==> src/rtl/qdec_pkg.sv <==
// Shared types and the transition classifier for the quadrature decoder.
// The optional glitch filter is enabled by defining QDEC_FILTER_EN.
package qdec_pkg;

    localparam logic DIR_UP   = 1'b0;
    localparam logic DIR_DOWN = 1'b1;

    typedef enum logic [1:0] {
        PH_00 = 2'b00,
        PH_01 = 2'b01,
        PH_11 = 2'b11,
        PH_10 = 2'b10
    } phase_t;

    typedef enum logic [1:0] {
        NONE    = 2'b00,
        UP      = 2'b01,
        DOWN    = 2'b10,
        ILLEGAL = 2'b11
    } trans_t;

    // Gray-code walk: a single-bit change is a step, and its direction is
    // fixed by where it lands relative to the up sequence 00-01-11-10.
    function automatic trans_t classify(input phase_t prev, input phase_t cur);
        trans_t t;
        if (prev == cur) begin
            t = NONE;
        end else if ((prev ^ cur) == 2'b11) begin
            t = ILLEGAL;
        end else begin
            case (prev)
                PH_00:   t = (cur == PH_01) ? UP : DOWN;
                PH_01:   t = (cur == PH_11) ? UP : DOWN;
                PH_11:   t = (cur == PH_10) ? UP : DOWN;
                PH_10:   t = (cur == PH_00) ? UP : DOWN;
                default: t = NONE;
            endcase
        end
        return t;
    endfunction

endpackage

==> src/rtl/qdec_sync_filter.sv <==
// Synchroniser chain for one asynchronous encoder phase, with an optional
// glitch filter enabled by defining QDEC_FILTER_EN.
module qdec_sync_filter
    import qdec_pkg::*;
#(
    parameter int SYNC_STAGES   = 2,
    parameter int FILTER_CYCLES = 3
) (
    input  logic clk,
    input  logic reset,
    input  logic d_in,
    output logic q
);

    logic [SYNC_STAGES-1:0] sync_r;

    // Metastability chain; only the last stage is consumed.
    always_ff @(posedge clk or negedge reset) begin
        if (!reset) begin
            sync_r <= {SYNC_STAGES{1'b0}};
        end else begin
            sync_r <= {sync_r[SYNC_STAGES-2:0], d_in};
        end
    end

`ifdef QDEC_FILTER_EN
    localparam int CW = $clog2(FILTER_CYCLES + 1);
    localparam logic [CW-1:0] LAST = CW'(FILTER_CYCLES - 1);

    logic          filt_r;
    logic [CW-1:0] cnt_r;

    // Accept a new level only after it has differed for FILTER_CYCLES clocks.
    always_ff @(posedge clk or negedge reset) begin
        if (!reset) begin
            filt_r <= 1'b0;
            cnt_r  <= {CW{1'b0}};
        end else if (sync_r[SYNC_STAGES-1] == filt_r) begin
            cnt_r  <= {CW{1'b0}};
        end else if (cnt_r == LAST) begin
            filt_r <= sync_r[SYNC_STAGES-1];
            cnt_r  <= {CW{1'b0}};
        end else begin
            cnt_r  <= cnt_r + CW'(1);
        end
    end

    assign q = filt_r;
`else
    assign q = sync_r[SYNC_STAGES-1];
`endif

endmodule

==> src/rtl/quad_decoder4.sv <==
// Quadrature decoder: synchronised A/B phases drive a wrapping position count.
// Defining QDEC_FILTER_EN inserts a per-phase glitch filter ahead of the decoder.
module quad_decoder4
    import qdec_pkg::*;
#(
    parameter int WIDTH         = 4,
    parameter int SYNC_STAGES   = 2,
    parameter int FILTER_CYCLES = 3
) (
    input  logic             clk,
    input  logic             reset,
    input  logic             a_in,
    input  logic             b_in,
    input  logic             clr,
    output logic [WIDTH-1:0] count,
    output logic             dir,
    output logic             step,
    output logic             err
);

    localparam logic [WIDTH-1:0] ONE = WIDTH'(1);

    logic             a_s;
    logic             b_s;
    logic [1:0]       ab_s;
    trans_t           trans_s;
    logic [1:0]       prev_ab_r;
    logic [WIDTH-1:0] count_r;
    logic             dir_r;
    logic             step_r;
    logic             err_r;

    qdec_sync_filter #(.SYNC_STAGES(SYNC_STAGES), .FILTER_CYCLES(FILTER_CYCLES)) u_sync_a (
        .clk(clk), .reset(reset), .d_in(a_in), .q(a_s)
    );

    qdec_sync_filter #(.SYNC_STAGES(SYNC_STAGES), .FILTER_CYCLES(FILTER_CYCLES)) u_sync_b (
        .clk(clk), .reset(reset), .d_in(b_in), .q(b_s)
    );

    assign ab_s    = {a_s, b_s};
    assign trans_s = classify(phase_t'(prev_ab_r), phase_t'(ab_s));

    // Decoder state: clr wins over any step or illegal transition this cycle.
    always_ff @(posedge clk or negedge reset) begin
        if (!reset) begin
            prev_ab_r <= 2'b00;
            count_r   <= {WIDTH{1'b0}};
            dir_r     <= DIR_UP;
            step_r    <= 1'b0;
            err_r     <= 1'b0;
        end else if (clr) begin
            prev_ab_r <= ab_s;
            count_r   <= {WIDTH{1'b0}};
            step_r    <= 1'b0;
            err_r     <= 1'b0;
        end else begin
            prev_ab_r <= ab_s;
            case (trans_s)
                UP: begin
                    count_r <= count_r + ONE;
                    dir_r   <= DIR_UP;
                    step_r  <= 1'b1;
                end
                DOWN: begin
                    count_r <= count_r - ONE;
                    dir_r   <= DIR_DOWN;
                    step_r  <= 1'b1;
                end
                ILLEGAL: begin
                    err_r  <= 1'b1;
                    step_r <= 1'b0;
                end
                default: begin
                    step_r <= 1'b0;
                end
            endcase
        end
    end

    assign count = count_r;
    assign dir   = dir_r;
    assign step  = step_r;
    assign err   = err_r;

endmodule

==> config.mk <==
export PLATFORM = sky130hd
export DESIGN_NAME = quad_decoder4
export DESIGN_NICKNAME = d
export VERILOG_FILES = /design/src/rtl/qdec_pkg.sv /design/src/rtl/qdec_sync_filter.sv /design/src/rtl/quad_decoder4.sv
export SDC_FILE = /design/constraint.sdc
export NUM_CORES = 1
export LEC_CHECK = 0
export CORE_UTILIZATION = 48
export CTS_CLUSTER_DIAMETER = 150
export DETAILED_ROUTE_END_ITERATION = 10
export PLACE_DENSITY = 0.78
export SLEW_MARGIN = 30
export SYNTH_ARGS = -nofsm -noshare
export SYNTH_HDL_FRONTEND = slang
export SYNTH_HIERARCHICAL = 1
export SYNTH_SLANG_ARGS = --single-unit
==> constraint.sdc <==
create_clock -name clk -period 2.9 [get_ports clk]
set_input_delay 0.58 -clock clk [delete_from_list [all_inputs] [get_ports clk]]
set_output_delay 0.58 -clock clk [all_outputs]
set_load 0.005 [all_outputs]
==> run_results.csv, run 1 <==
group,metric,value,unit
floorplanning,die-height,38.39,µm
yosys,synth_cell_type_count,22,
placed_design,placed_area,759.5,µm²
critical_path,critPathKind,"register to register",
critical_path,endpoint_kind,"register",
critical_path,r2r_cells,7,
yosys,synth_mux_area_share,3.346,%
timing,clock_skew,8.654,ps
yosys,synth_area,635.6,µm²
timing,setup_tns,0,ps
yosys,synthTopCellsByArea,"dfrtp_1 (51%), ha_1 (9.8%), nor2_1 (3.5%)",
yosys,synth_top_family_by_area,"simple AND/OR/NAND/NOR gates",
routing,drt_iter0_drc,7,
layout,final_cells,85,
timing,fmax,429.1,MHz
global_route,overflow,0,
critical_path,worstPathMaxFanout,7,
timing,fin_crit_sh,80.35,%
worst_hold_path,hp-class,"register to register",
yosys,yosysMostFrequentCell,"dfrtp_1",
timing,maxSlewViolCount,0,
layout,drive_above_1_share,8.451,%
critical_path,max_stage_delay,440,ps
layout,final-seq-area,325.3,µm²
routing,drcViolationCount,0,
worst_hold_path,worst_hold_startpoint,"u_sync_a/sync_r[0]",
worst_hold_path,whs_endpoint,"u_sync_a/sync_r[1]",
run,drv_cap,0,
yosys,ys_warn_count,6,
yosys,synth_simple_gate_area_share,15.75,%
critical_path,worst_r2r_endpoint,"count[3]",
routing,wl_per_cell,13.02,µm
routing,via_per_inst,5.482,
global_route,grt_max_degree,14,
critical_path,critPathTopFamily,"compound AO/OA/AOI/OAI gates",
clock_network,cts_root_buffer,"clkbuf_4",
placed_design,dp.cells,81,
placed_design,dp_slack,588.7,ps
timing,hold_violations,0,
floorplanning,die_x,38.39,µm
placed_design,dpl.hpwl,871.5,µm
clock_network,cts.sink_count,13,
clock_network,cts_made_buffers,3,
timing,rsz0062_at_grt,"false",
critical_path,reg2reg_slack,570,ps
clock_network,ctsHoldBuffers,0,
clock_network,cts.clk_slew.worst_paths,80,ps
placed_design,portBuffers,11,
timing,setup_ws,569.8,ps
critical_path,crit_chain,"o211ai_1 > o21ai_0 > ha_1 > ha_1 > a21oi_1 > a2111oi_0 > or3b_1",
clock_network,clockBufferDepth,2,
layout,nets,83,
routing,antenna_left,0,
global_route,grt_pass1_vias,450,
yosys,synth_edf_count,0,
global_route,grt_pass1_wl,1890,µm
yosys,synthAdderAreaFrac,12.99,%
timing,worstMarginPinSlew,560.8,ps
critical_path,cp.arrival,2490,ps
power_and_ir_drop,cellLeakagePower,0.3540,nW
floorplanning,core-area,0.001171,mm²
yosys,synth-seq-cells,13,
critical_path,r2r-start,"u_sync_a/sync_r[1]",
critical_path,worst-path-buf-inv,0,
clock_network,ctsResizeCount,0,
clock_network,clock_latency,280,ps
global_route,antenna_found_initial,0,
layout,multi_input_area,295.3,µm²
floorplanning,boundaryPins,12,
yosys,synthCells,56,
yosys,syn_nets,67,
yosys,yosys.area.top_type_share,51.18,%
layout,fill_cells,97,
floorplanning,num_rows,12,
timing,finalCriticalPeriod,2330,ps
yosys,synth_xor_area_share,2.756,%
critical_path,cp.required,3060,ps
run_status,outcome,"completed",
critical_path,cp-start-kind,"register",
layout,finalInstanceArea,787.0,µm²
global_route,grt_usage,19.70,%
yosys,synthTopCellsByCount,"dfrtp_1 (13), nor2_1 (6), ha_1 (5), o21ai_0 (4)",
clock_network,cts_tree,"done",
yosys,syn_avg_cell_area,11.35,µm²
power_and_ir_drop,ir_drop,0.0003204,V
routing,num_vias,466,
yosys,ys.flop_type,"dfrtp_1",
power_and_ir_drop,power_density,573.3,mW/mm²
worst_hold_path,holdPathStages,0,
routing,wl,1107,µm
layout,area_growth,23.82,%
placed_design,gp_congestion,0.7894,
yosys,ys_async_sr_fraction,100.0,%
critical_path,worst_path_most_repeated_cell,"ha_1",
timing,setup_viol,0,
yosys,ys_seq_area_share,51.18,%
clock_network,post_cts_buffers,0,
floorplanning,die_area,0.001474,mm²
routing,drtPass1Iterations,3,
power_and_ir_drop,power.total,0.0004512,W
clock_network,htree_levels,1,
timing,max_slew_margin,62.50,%
layout,n_antenna_cell,0,
yosys,synth_compound_area_share,11.61,%
yosys,synth.largest_area_cell,"dfrtp_1",
floorplanning,initial_utilization,54.27,%
critical_path,worst_path_max_delay_cell,"dfrtp_1",
worst max path at each step:
stage,depth (start not counted),slack (ps),to,start
2_1_floorplan,8,640,count[3],u_sync_a/sync_r[1]
5_1_grt,8,370,count[3],u_sync_a/sync_r[1]
3_3_place_gp,7,700,count[3],u_sync_a/sync_r[1]
6_report,7,570,count[3],u_sync_a/sync_r[1]
3_5_place_dp,8,590,count[3],u_sync_a/sync_r[1]
4_1_cts,8,570,count[3],u_sync_a/sync_r[1]
cell usage in the layout, fill, tap and decap left out:
cell	instances
a2111oi_0	1
a21oi_1	3
buf_4	1
clkbuf_4	3
clkdlybuf4s50_1	11
clkinv_2	1
dfrtp_1	13
fa_1	1
ha_1	5
inv_1	1
mux2_2	1
mux2i_1	1
nand2_1	3
nand2b_1	1
nand3_1	2
nor2_1	6
nor2b_1	1
nor3_1	2
nor3b_1	2
o211ai_1	2
o21a_1	2
o21ai_0	4
or3b_1	1
or4b_1	1
xor2_1	2
through the flow:
step	hold slack [ps]	util, %
floorplan	284.4	-
global placement	334.2	64.85
detailed placement	341.6	64.85
CTS	360.0	67.20
global route	370.6	67.20
finish	355.6	67.20
layer usage:
metal,track usage (%),vias up,routed length (µm)
li1,-,229,-
met1,22.05,229,471
met2,35.17,8,584
met3,10.47,0,50
met4,0,0,0
met5,0,-,0
kinds of logic after synthesis:
| kind of cell | count (synthesis) |
|---|---|
| simple gates | 19 |
| compound gates | 12 |
| fa+ha+maj | 6 |
| buf+inv | 2 |
| xor+xnor | 2 |
| mux | 2 |
| flops | 13 |
worst register-to-register path, stage by stage, from the launching register on:
cell	delay, ps
dfrtp_1	440
o211ai_1	230
o21ai_0	180
ha_1	240
ha_1	320
a21oi_1	280
a2111oi_0	150
or3b_1	390
state kept, by name, summed over array words and instances (netlist names):
signal / count
prev_ab_r: 2
step: 1
dir: 1
u_sync_a/sync_r: 2
u_sync_b/sync_r: 2
err: 1
count: 4
layout make-up:
type / count / area share, %
Tap cell: 14 / 2.226
Clock inverter: 1 / 0.6359
Inverter: 1 / 0.4769
Timing Repair Buffer: 12 / 14.94
Sequential cell: 13 / 41.34
Multi-Input combinational cell: 41 / 37.52
Clock buffer: 3 / 2.862
power breakdown:
part / switching (W) / internal (W)
combinational: 0.0000514 / 0.0000677
clock: 0.0000589 / 0.0000511
sequential: 0.0000198 / 0.000202
total: 0.000130 / 0.000321
No activity file was read; power rests on OpenSTA's default activity.
==> run 2: changes to the inputs <==
CORE_UTILIZATION = 43   (was 48)
PLACE_DENSITY = 0.75   (was 0.78)
clock period = 2.1 ns   (was 2.9 ns; I/O delays follow)
==> run_results.csv, run 2 (same netlist as run 1, synthesis figures left out) <==
group,metric,value,unit
critical_path,critPathKind,"register to register",
timing,fin_crit_sh,99.94,%
floorplanning,initial_utilization,47.65,%
timing,setup_viol,0,
routing,via_per_inst,5.211,
global_route,grt_pass1_wl,1807,µm
placed_design,dpl.hpwl,775.9,µm
critical_path,cp.arrival,2300,ps
routing,num_vias,495,
layout,area_growth,41.73,%
global_route,overflow,0,
global_route,grt_pass1_vias,451,
routing,drt_iter0_drc,9,
critical_path,cp-start-kind,"register",
layout,drive_above_1_share,26.25,%
placed_design,gp_congestion,0.7225,
run_status,outcome,"completed",
timing,hold_violations,0,
clock_network,htree_levels,1,
clock_network,cts.clk_slew.worst_paths,80,ps
placed_design,portBuffers,11,
power_and_ir_drop,power_density,748.2,mW/mm²
clock_network,clock_latency,280,ps
power_and_ir_drop,power.total,0.0006740,W
routing,drcViolationCount,0,
critical_path,worst_path_most_repeated_cell,"buf_6",
floorplanning,boundaryPins,12,
layout,largest_register_ffs,4,
floorplanning,num_rows,13,
floorplanning,die_area,0.001636,mm²
clock_network,cts.sink_count,13,
global_route,grt_usage,17.50,%
floorplanning,die-height,40.45,µm
timing,clock_skew,8.734,ps
critical_path,max_stage_delay,450,ps
worst_hold_path,hp-class,"register to register",
power_and_ir_drop,cellLeakagePower,0.4000,nW
critical_path,crit_chain,"o211ai_1 > o21ai_2 > ha_4 > buf_6 > buf_6 > fa_2 > xor2_1 > nor2_1 > nor3_1",
routing,drtPass1Iterations,3,
clock_network,cts_tree,"done",
critical_path,worstPathMaxFanout,7,
timing,worstMarginPinSlew,547.1,ps
placed_design,dp_slack,-61.12,ps
timing,max_slew_margin,63.41,%
timing,rsz0062_at_grt,"true",
critical_path,cp.required,2300,ps
timing,setup_ws,1.244,ps
clock_network,cts_root_buffer,"clkbuf_4",
routing,antenna_left,0,
layout,nets,92,
critical_path,worst_path_max_delay_cell,"dfrtp_2",
clock_network,clockBufferDepth,2,
critical_path,endpoint_kind,"register",
global_route,grt_max_degree,14,
layout,n_antenna_cell,0,
power_and_ir_drop,ir_drop,0.0005457,V
global_route,antenna_found_initial,0,
layout,layout_commonest_cell,"dfrtp_1",
timing,fmax,476.5,MHz
run,drv_cap,0,
timing,finalCriticalPeriod,2099,ps
clock_network,cts_made_buffers,3,
timing,hold_ws,341.6,ps
routing,wl_per_cell,12.56,µm
routing,wl,1193,µm
timing,maxSlewViolCount,0,
floorplanning,core-area,0.001334,mm²
layout,fill_cells,105,
layout,final_cell_mix,"dfrtp_1 (12), clkdlybuf4s50_1 (11), buf_4 (8)",
critical_path,reg2reg_slack,1,ps
floorplanning,die_x,40.45,µm
-- run 2: final cells by class --
cell class | instances | area, µm² | area share (%)
timing repair buffer | 21 | 192.7 | 21.39
sequential | 13 | 326.6 | 36.25
clock buffer | 3 | 22.52 | 2.500
tap | 15 | 18.77 | 2.083
clock inverter | 1 | 5.005 | 0.5556
inverter | 1 | 3.754 | 0.4167
multi-input combinational | 41 | 331.6 | 36.81
-- run 2: worst paths after layout --
kind / start / depth (start not counted) / end
min in group asynchronous: reset / 1 / count[3]
min reg2reg: u_sync_a/sync_r[0] / 0 / u_sync_a/sync_r[1]
max reg2reg: u_sync_a/sync_r[1] / 9 / count[2]
min: u_sync_a/sync_r[0] / 0 / u_sync_a/sync_r[1]
max in group asynchronous: reset / 1 / u_sync_a/sync_r[1]
max: u_sync_a/sync_r[1] / 9 / count[2]
-- run 2: critical path: cells and delay by family, from the launching register on --
kind | cells | cell delay [ps]
AOI/OAI and AO/OA | 2 | 410
DFF | 1 | 450
adders and majority gates | 2 | 540
and+or+nand+nor | 2 | 220
buffers and inverters | 2 | 230
xor gates and xnor gates | 1 | 150
-- run 2: layer usage --
layer / wire length [µm] / share of wire, % / GRT usage [%] / vias to the layer above
met5: 0 / 0 / 0 / -
met4: 7 / 0.59 / 5.000 / 0
met3: 53 / 4.4 / 8.333 / 2
met2: 596 / 50 / 28.57 / 9
met1: 536 / 45 / 20.21 / 238
li1: - / - / - / 246
-- run 2: where the power goes --
group / switching, W / total [W] / internal (W)
Combinational: 0.0000799 / 0.000209 / 0.000129
Clock: 0.0000854 / 0.000156 / 0.0000708
Sequential: 0.0000296 / 0.000309 / 0.000279
-- run 2: stage by stage --
stage               utilization (%)  setup TNS (ps)  std cells  cell area, µm²
floorplan                         -               0         56           641.9
global placement              59.76          -28.27         86           797.0
detailed placement            59.76          -61.12         86           797.0
CTS                           64.54               0         93           860.8
global route                  67.54          -238.0         95           900.9
finish                        67.54               0         95           900.9
-- run 2: timing repair --
item / 4_1_cts / 5_1_grt
setup buffers: 3 / 2
pin swaps: 4 / 7
endpoints found under the setup margin: 1 / 3
gates resized for setup: 3 / 6
hold buffers: 0 / 0
endpoints found under the hold margin: 0 / 0
==> run 3: changes to the inputs <==
SKIP_LAST_GASP = 1   (was not set)
==> results of run 3 <==
No change in the layout: final DEF, timing and power equal those of run 2.
